<file path="config.mk">
export PLATFORM = sky130hd
export DESIGN_NAME = uart_tx
export DESIGN_NICKNAME = d
export VERILOG_FILES = /design/src/rtl/uart_tx.sv
export SDC_FILE = /design/constraint.sdc
export NUM_CORES = 1
export LEC_CHECK = 0
export ABC_CLOCK_PERIOD_IN_PS = 2100
export CAP_MARGIN = 5
export CELL_PAD_IN_SITES_DETAIL_PLACEMENT = 2
export CELL_PAD_IN_SITES_GLOBAL_PLACEMENT = 2
export CORE_MARGIN = 2
export CORE_UTILIZATION = 37
export DETAILED_ROUTE_END_ITERATION = 10
export GPL_ROUTABILITY_DRIVEN = 0
export PLACE_DENSITY = 0.78
export SYNTH_ARGS = -nofsm -noshare
export SYNTH_HDL_FRONTEND = slang
export SYNTH_SLANG_ARGS = --single-unit
</file>
<file path="constraint.sdc">
create_clock -name clock -period 2.1 [get_ports clock]
set_input_delay 0.63 -clock clock [delete_from_list [all_inputs] [get_ports clock]]
set_output_delay 0.63 -clock clock [all_outputs]
set_load 0.02 [all_outputs]
</file>
<file path="src/rtl/uart_tx.sv">
// rtl/uart_tx.sv - 9N1 UART transmitter
// One start bit, nine data bits LSB first, one stop bit; every bit lasts CLKS_PER_BIT clocks.
module uart_tx #(
  parameter int CLKS_PER_BIT = 434
) (
  input  logic       clock,
  input  logic       reset_n,
  input  logic       send,
  input  logic [8:0] data,
  output logic       tx,
  output logic       ready
);

  localparam logic [15:0] BAUD_RELOAD = 16'(CLKS_PER_BIT - 1);
  localparam logic [3:0]  LAST_BIT    = 4'd8;

  typedef enum logic [1:0] {
    IDLE  = 2'd0,
    START = 2'd1,
    DATA  = 2'd2,
    STOP  = 2'd3
  } state_t;

  state_t      state;
  logic [15:0] baud_cnt;
  logic [3:0]  bit_cnt;
  logic [8:0]  shift_reg;

  wire bit_done = (baud_cnt == 16'd0);

  always_ff @(posedge clock or negedge reset_n) begin
    if (!reset_n) begin
      state     <= IDLE;
      baud_cnt  <= 16'd0;
      bit_cnt   <= 4'd0;
      shift_reg <= 9'd0;
      tx        <= 1'b1;
      ready     <= 1'b1;
    end else begin
      case (state)
        IDLE: begin
          tx    <= 1'b1;
          ready <= 1'b1;
          if (send && ready) begin
            state     <= START;
            shift_reg <= data;
            baud_cnt  <= BAUD_RELOAD;
            bit_cnt   <= 4'd0;
            tx        <= 1'b0;
            ready     <= 1'b0;
          end
        end

        START: begin
          if (bit_done) begin
            // Shifting as each bit goes out keeps the next bit at shift_reg[0].
            state     <= DATA;
            tx        <= shift_reg[0];
            shift_reg <= {1'b0, shift_reg[8:1]};
            bit_cnt   <= 4'd0;
            baud_cnt  <= BAUD_RELOAD;
          end else begin
            baud_cnt <= baud_cnt - 16'd1;
          end
        end

        DATA: begin
          if (bit_done) begin
            baud_cnt <= BAUD_RELOAD;
            if (bit_cnt == LAST_BIT) begin
              state <= STOP;
              tx    <= 1'b1;
            end else begin
              tx        <= shift_reg[0];
              shift_reg <= {1'b0, shift_reg[8:1]};
              bit_cnt   <= bit_cnt + 4'd1;
            end
          end else begin
            baud_cnt <= baud_cnt - 16'd1;
          end
        end

        STOP: begin
          if (bit_done) begin
            state <= IDLE;
            ready <= 1'b1;
          end else begin
            baud_cnt <= baud_cnt - 16'd1;
          end
        end

        default: begin
          state <= IDLE;
          tx    <= 1'b1;
          ready <= 1'b1;
        end
      endcase
    end
  end

endmodule

</file>
* Word-level counts from Yosys, hierarchy flattened
Cells that the tools add are included.
** Cells by class
- $add $sub $neg :: 2
- Reductions and logical operators :: 11
- Muxes and demuxes :: 27
- Equal/unequal tests :: 11
** Operators with widths (number)
- 16-bit 2-to-1 mux :: 3
- 16-bit one-hot mux with 3 select lines :: 1
- 9-bit 2-to-1 mux :: 4
- 9-bit one-hot mux with 3 select lines :: 1
- 16-bit logical NOT :: 1
- 4-bit 2-to-1 mux :: 4
- 16-bit by 1-bit subtractor with 16-bit output, second input constant :: 1
- 2-bit != test, second input constant :: 7
- 4-bit one-hot mux with 3 select lines :: 1
- 2-bit 2-to-1 mux :: 5
- 5-bit AND reduction :: 2
- 2-bit one-hot mux with 4 select lines :: 1
- 1-bit 2-to-1 mux :: 5
- 4-bit by 1-bit adder with 4-bit output, second input constant :: 1
- 2-bit equality test, second input constant :: 2
- 4-bit equality test, second input constant :: 1
- 2-bit AND reduction :: 2
- 1-bit one-hot mux with 3 select lines :: 1
- 3-bit AND reduction :: 1
- 3-bit nonzero test :: 1
- 2-bit by 1-bit equality test with 1-bit output, second input constant :: 1
- 2-bit logical NOT :: 1
- 1-bit one-hot mux with 2 select lines :: 1
- 2-bit nonzero test :: 1
- other kinds (2) :: 2
** Word-level totals
- Bits in registers :: 33
- Input bits :: 12
- Logic and storage cells :: 57

* Logic depth before layout (Yosys ltp)
Gate-level depths: netlist (run 1).
- Depth after elaboration :: 4
- Depth in mapped cells :: 8
- Mapped depth without buffers :: 7

* Worst setup path after synthesis (run 1)
OpenSTA, ideal clock, no wires.
- Kind :: reg-to-reg
- Start point :: reg baud_cnt[0]
- End point :: reg bit_cnt[1]
- Buffers on the path :: 1
- Required time :: 1.979 ns
- Setup time :: 0.121 ns
- Stages on the path, launching flop included :: 9
- Slack :: 0.315 ns
- Arrival time :: 1.664 ns
- Path through :: dfrtp_1 > inv_1 > ha_1 > nor3b_1 > and4_4 > a21boi_2 > nand2b_4 > buf_6 > a22o_1
** On the way
- Word-level cells in the longest chain between the ends :: 3
- Elaborated cells between the ends (all ways) :: 4
** RTL lines
- from (decl) :: RTL line 25 : logic [15:0] baud_cnt;
- from (signal assigned) :: RTL line 63 : baud_cnt <= baud_cnt - 16'd1;
- from (signal assigned) :: RTL line 79 : baud_cnt <= baud_cnt - 16'd1;
- from (signal assigned) :: RTL line 88 : baud_cnt <= baud_cnt - 16'd1;
- 16-bit logical NOT (*) :: RTL line 29 : wire bit_done = (baud_cnt == 16'd0);
- 2-bit != test (no line)
- 5-bit AND reduction (no line) (*)
- to (signal assigned) :: RTL line 76 : bit_cnt <= bit_cnt + 4'd1;
- to (decl) :: RTL line 26 : logic [3:0] bit_cnt;
Every way passes the cells marked *; elsewhere a longest branch is shown, timed or not.
A chain may end at the register's enable or synchronous reset.

* Worst setup path in the final report (run 1)
- Start point :: reg baud_cnt[9]
- End point :: reg state[1]
** On the way
- Word-level cells in the longest chain between the ends :: 3
- Elaborated cells between the ends (all ways) :: 5
** RTL lines
- 16-bit logical NOT (*) :: RTL line 29
- 2-bit != test (no line)
- 5-bit AND reduction (no line) (*)
- to (signal assigned) :: RTL line 33 : state <= IDLE;
- to (signal assigned) :: RTL line 45 : state <= START;
- to (signal assigned) :: RTL line 57 : state <= DATA;
- to (decl) :: RTL line 24 : state_t state;
Marks and branches as above.

==> impl_metrics.env, run 1 <==
export IMPL_die_area_sq_mm=0.00584
export IMPL_slowest_delay_ps=510
export IMPL_power_share_clock_pct=51.1
export IMPL_multiInputGateArea_sq_mm=0.00106
export IMPL_drt_pass1_iter_count=4
export IMPL_grt_overflow_total=0
export IMPL_largest_reg_flops=16
export IMPL_clk_latency_ps=290
export IMPL_drt_iter0_drc=73
export IMPL_core_area_sq_mm=0.00507
export IMPL_drive_above_1_share_pct=19.4
export IMPL_drv_cap=0
export IMPL_avgSynthCellArea_sq_um=9.51
export IMPL_crit_type="flip-flop to flip-flop"
export IMPL_tightest_slew_ps=480
export IMPL_synth_most_common_cell="dfrtp_1"
export IMPL_seqPwrFrac_pct=45.4
export IMPL_internal_power_mw=1.14
export IMPL_cts_htree_levels=2
export IMPL_fill_cells=559
export IMPL_n_antenna_cell=0
export IMPL_seq_area_frac_synth_pct=42.7
export IMPL_required_ps=2280
export IMPL_cts_buffer_depth=2
export IMPL_hold_slack_ps=527
export IMPL_port_buffers=13
export IMPL_root_buffer="clkbuf_8"
export IMPL_cts_tree="done"
export IMPL_synth_common_cells="dfrtp_1 (31), nor2_1 (27), o21ai_0 (22)"
export IMPL_vdd_drop_max_v=0.000307
export IMPL_grt_max_degree=34
export IMPL_tns_ps=0
export IMPL_antenna_found_initial=0
export IMPL_setup_viol=0
export IMPL_synth_area_sq_mm=0.00194
export IMPL_synthSimpleGateAreaFrac_pct=19.7
export IMPL_synthCells=204
export IMPL_relSlewSlack_pct=67.8
export IMPL_wl_per_cell_microns=19.4
export IMPL_dpl_hpwl_microns=4280
export IMPL_vias_per_cell=5.55
export IMPL_critPathMaxFanout=4
export IMPL_holdBufCountCts=0
export IMPL_synth_edff_count=0
export IMPL_muxShareOfSynthArea_pct=5.29
export IMPL_final_max_slew_viol_count=0
export IMPL_fp_dieH_microns=76.4
export IMPL_hp_class="flip-flop to flip-flop"
export IMPL_grt_pass1_wl_microns=10100
export IMPL_via_count=1704
export IMPL_rsz0062_at_grt="false"
export IMPL_synth_nets=224
export IMPL_synth_ff_type="dfrtp_1"
export IMPL_drt_wl_total_microns=5960
export IMPL_yosysTopAreaCell="dfrtp_1"
export IMPL_hold_violations=0
export IMPL_clk_pin_slew_ps=80
export IMPL_swShare_pct=20.1
export IMPL_ys_warn_count=0
export IMPL_register_area_sq_um=828
export IMPL_slowest_stage="nor4_2"
export IMPL_ys_top_cells_by_area="dfrtp_1 (40%), o21ai_0 (5.7%), nor2_1 (5.2%), ha_1 (5.2%), mux2i_1 (4.1%)"
export IMPL_synth_xor_area_share_pct=4.06
export IMPL_fp_row_count=26
export IMPL_grt_usage_pct=21.9
export IMPL_power_density_mw_per_mm2=590
export IMPL_synth_compound_area_share_pct=19.6
export IMPL_p_leak_nw=1.14
export IMPL_syn_to_final_growth_pct=24.8
export IMPL_crit_chain="nor4_2 > and4_4 > a21oi_1 > nor2_1 > mux2_2"
export IMPL_cp_arrival_ps=2170
export IMPL_finClkSkew_ps=7.57
export IMPL_combPwrFrac_pct=3.5
export IMPL_synth_seq_cells=33
export IMPL_synth_top_family_by_area="simple AND/OR/NAND/NOR gates"
export IMPL_cp_start_kind="flip-flop"
export IMPL_netlist_area_leader_share_pct=40.0
export IMPL_postRouteAntennaNets=0
export IMPL_synthAdderAreaFrac_pct=5.16
export IMPL_ys_types=47
export IMPL_numCtsBuffers=5
export IMPL_async_reset_ff_share_pct=100
export IMPL_drc=0
export IMPL_status="complete, no violations"
export IMPL_die_x_microns=76.4
export IMPL_period_needed_ps=1990
export IMPL_max_freq_ghz=0.502
export IMPL_first_global_vias=2004
export IMPL_cp_end_kind="flip-flop"
export IMPL_final_period_utilization_pct=94.9
export IMPL_io_pins=14
export IMPL_start_util_pct=38.2
export IMPL_p_sw_mw=0.287
export IMPL_clkSinkCount=33
export IMPL_fin_nets=256
placed cells by master, fill, tap and decap left out, types with 5 or more instances in the layout:
cell type        count
or3_1                5
clkdlybuf4s50_1     11
nor2_1              27
nand3_1              6
xnor2_1              8
buf_4               19
dfrtp_1             31
inv_1                9
clkbuf_8             5
nand2_1              6
ha_1                 8
a31oi_1              5
a21oi_1             12
o21ai_0             22
mux2i_1              8
repair_timing:
action | 4_1_cts | 5_1_grt
hold endpoints to repair | 0 | 0
buffers inserted | 0 | 0
gates resized for setup | 1 | 4
endpoints found under the setup margin | 1 | 17
final cells by class:
type	count	area share (%)
Timing Repair Buffer	32	11.3
Multi-Input combinational cell	155	43.9
Clock inverter	3	2.69
Tap cell	70	3.62
Inverter	9	1.40
Clock buffer	5	2.84
Sequential cell	33	34.2
path summary, 6_finish.rpt:
| kind | slack (ps) | depth (start not counted) | end | from |
|---|---|---|---|---|
| worst min register to register | 530 | 2 | tx | tx |
| min in group asynchronous | 760 | 2 | baud_cnt[13] | reset_n |
| max in group asynchronous | 990 | 2 | ready | reset_n |
| worst min-delay path | 530 | 2 | tx | tx |
| worst max-delay path | 110 | 5 | state[1] | baud_cnt[9] |
| worst max register to register | 110 | 5 | state[1] | baud_cnt[9] |
through the flow:
step / utilization, % / total power, mW / std cells / cell area, sq um / worst slack, ps
after floorplan: - / 0.670 / 204 / 1940 / 315
after global placement: 44.7 / 0.709 / 299 / 2270 / -114
after detailed placement: 44.7 / 0.713 / 299 / 2270 / -185
after CTS: 47.3 / 1.46 / 307 / 2400 / 1.14
after global routing: 47.7 / 1.49 / 307 / 2420 / 8.26
final: 47.7 / 1.43 / 307 / 2420 / 108
cells by family (layout without fill, tap and decap cells):
group	count (synthesis)	after routing
AO/OA/AOI/OAI	59	59
XOR/XNOR	9	9
adder cells (fa/ha/maj)	8	8
buffers and inverters	16	49
flip-flops	33	33
multiplexers	10	10
AND/OR/NAND/NOR	69	69
metal layers:
metal  share of wire (%)  GRT usage (%)  vias to the layer above
met2                  55           42.3                       20
met3                 2.2           3.91                       12
met5                   0              0                        -
li1                    -              -                      802
met1                  41           24.2                      870
met4                 2.0           6.36                        0
power groups by stage:
stage	Sequential [mW]	Clock, mW	Combinational (mW)
floorplan	0.659	0	0.0108
global placement	0.660	0	0.0489
detailed placement	0.661	0	0.0521
CTS	0.649	0.757	0.0527
global route	0.650	0.786	0.0581
finish	0.649	0.730	0.0505
worst max-delay path: cells and delay by family, from the launching register on:
family	cells	cell delay, ps
multiplexers	1	360
flip-flops	1	430
AO/OA/AOI/OAI	1	90
AND/OR/NAND/NOR	3	1010
Note: power is estimated with default switching activity, not from simulation.
==> run 2, diff against run 1 <==
--- a/config.mk
+++ b/config.mk
@@ -17,3 +17,4 @@
 export SYNTH_ARGS = -nofsm -noshare
 export SYNTH_HDL_FRONTEND = slang
 export SYNTH_SLANG_ARGS = --single-unit
+export TNS_END_PERCENT = 100
==> results of run 2 <==
Same layout as run 1: the final DEF is identical, and so are final timing and power.
==> run 3, diff against run 2 <==
--- a/config.mk
+++ b/config.mk
@@ -5,7 +5,6 @@
 export SDC_FILE = /design/constraint.sdc
 export NUM_CORES = 1
 export LEC_CHECK = 0
-export ABC_CLOCK_PERIOD_IN_PS = 2100
 export CAP_MARGIN = 5
 export CELL_PAD_IN_SITES_DETAIL_PLACEMENT = 2
 export CELL_PAD_IN_SITES_GLOBAL_PLACEMENT = 2
==> constraint.sdc (replaced) <==
create_clock -name clock -period 2.2 [get_ports clock]
set_input_delay 0.66 -clock clock [delete_from_list [all_inputs] [get_ports clock]]
set_output_delay 0.66 -clock clock [all_outputs]
set_load 0.02 [all_outputs]
==> run 3 against run 2 <==
Against the previous run: flip-flop and latch count unchanged; non-clock buffer count decreased by 3; clock skew increased by 1.3 ps; register-to-register slack improved by 40 ps; cell area decreased by 2.3%; clock-buffer cell count unchanged; first-iteration DRC count decreased by 32%; worst setup slack got worse by 69 ps; final cell count decreased by 0.98%; critical path depth decreased by 4; worst hold slack got worse by 12 ps.
==> impl_metrics.env, run 3 (synthesis results as in run 1) <==
export IMPL_drt_iter0_drc=50
export IMPL_wl_per_cell_microns=19.3
export IMPL_cp_end_kind="output pin"
export IMPL_cp_arrival_ps=1500
export IMPL_via_count=1732
export IMPL_busiest_layer="met2"
export IMPL_cts_buffer_depth=2
export IMPL_crit_chain="clkdlybuf4s50_1"
export IMPL_drt_pass1_iter_count=4
export IMPL_power_density_mw_per_mm2=531
export IMPL_mostFrequentLayoutCell="dfrtp_1"
export IMPL_crit_type="flip-flop to output pin"
export IMPL_rrSetupSlack_ps=150
export IMPL_fin_area_sq_mm=0.00236
export IMPL_clk_latency_ps=290
export IMPL_clk_pin_slew_ps=80
export IMPL_post_cts_buffers=0
export IMPL_grt_max_degree=34
export IMPL_relSlewSlack_pct=69.6
export IMPL_met2_usage_pct=41.2
export IMPL_drt_wl_total_microns=5880
export IMPL_drc=0
export IMPL_antenna_found_initial=0
export IMPL_largest_reg_flops=16
export IMPL_start_util_pct=38.2
export IMPL_required_ps=1540
export IMPL_root_buffer="clkbuf_8"
export IMPL_final_max_slew_viol_count=0
export IMPL_final_period_utilization_pct=98.2
export IMPL_clkSinkCount=33
export IMPL_vias_per_cell=5.70
export IMPL_dpl_cell_area_sq_mm=0.00224
export IMPL_hp_class="flip-flop to flip-flop"
export IMPL_syn_to_final_growth_pct=21.9
export IMPL_slowest_stage="clkdlybuf4s50_1"
export IMPL_n_antenna_cell=0
export IMPL_grt_use_met3_pct=4.38
export IMPL_tightest_slew_ps=454
export IMPL_grt_overflow_total=0
export IMPL_fin_nets=253
export IMPL_max_freq_ghz=0.463
export IMPL_io_pins=14
export IMPL_grtUsageMet1_pct=23.9
export IMPL_grt_usage_pct=21.6
export IMPL_postRouteAntennaNets=0
export IMPL_die_x_microns=76.4
export IMPL_critPathMaxFanout=7
export IMPL_drv_cap=0
export IMPL_p_leak_nw=1.11
export IMPL_setup_slack_ps=38.6
export IMPL_status="complete, no violations"
export IMPL_cp_start_kind="flip-flop"
export IMPL_fp_row_count=26
export IMPL_period_needed_ps=2160
export IMPL_cts_tree="done"
export IMPL_port_buffers=13
export IMPL_setup_viol=0
export IMPL_cts_htree_levels=2
export IMPL_grt_pass1_wl_microns=10000
export IMPL_vdd_drop_max_v=0.000280
export IMPL_fp_dieH_microns=76.4
export IMPL_dp_slack_ps=-136
export IMPL_dpl_hpwl_microns=4440
export IMPL_die_area_sq_mm=0.00584
export IMPL_finClkSkew_ps=8.92
export IMPL_rsz0062_at_grt="false"
export IMPL_drive_above_1_share_pct=17.9
export IMPL_slowest_delay_ps=620
export IMPL_cp_top_family="buffers and inverters"
export IMPL_layout_common_cells="dfrtp_1 (31), nor2_1 (27), o21ai_0 (21)"
export IMPL_crit_buf_inv=1
export IMPL_core_area_sq_mm=0.00507
export IMPL_hold_violations=0
export IMPL_first_global_vias=2007
export IMPL_numCtsBuffers=5
## run 3: changes by cell type in the layout (fill, tap and decap cells not counted), sizes merged
cell           delta
clkinvlp          +1
dlymetal6s2s      -1
bufinv            -1
buf               -3
clkdlybuf4s50     +2
dlygate4sd2       -1
## run 3: through the flow
step,TNS [ps],total power [mW],std cells,hold slack [ps],util (%)
after floorplan,0,0.640,204,364,-
after global placement,-48.3,0.677,296,486,44.2
after detailed placement,-579,0.682,296,514,44.2
after CTS,0,1.27,304,516,46.5
after global routing,0,1.31,304,565,46.6
final,0,1.26,304,515,46.6
## run 3: timing repair
item / CTS / global route
endpoints found under the hold margin: 0 / 0
gates resized for setup: 0 / 2
hold buffers: 0 / 0
setup endpoints to repair: 0 / 6
## run 3: layout make-up
cell class | count | area (sq um)
fillers | 573 | 2710
multi-input cells | 155 | 1050
flip-flops and latches | 33 | 828
repair buffers | 29 | 250
well taps | 70 | 87.6
clock buffers | 5 | 68.8
clock inverters | 3 | 46.3
inverters | 9 | 33.8
## run 3: routing by layer
layer / share of wire (%) / up-vias
met5: 0 / -
met4: 1.8 / 0
met3: 2.2 / 13
met2: 54 / 25
met1: 42 / 893
li1: - / 801
## run 3: final timing paths
path,from,end,cells after the start
worst max register to register,baud_cnt[0],shift_reg[2],8
worst min register to register,tx,tx,2
min in group asynchronous,reset_n,state[0],2
worst min-delay path,tx,tx,2
worst max-delay path,ready,ready,1
max in group asynchronous,reset_n,tx,2
## run 3: power breakdown
group          leakage, nW  total, mW  internal [mW]  switching (mW)
clock               0.0543      0.587          0.339           0.248
sequential           0.418      0.620          0.615         0.00530
combinational        0.637     0.0496         0.0257          0.0239
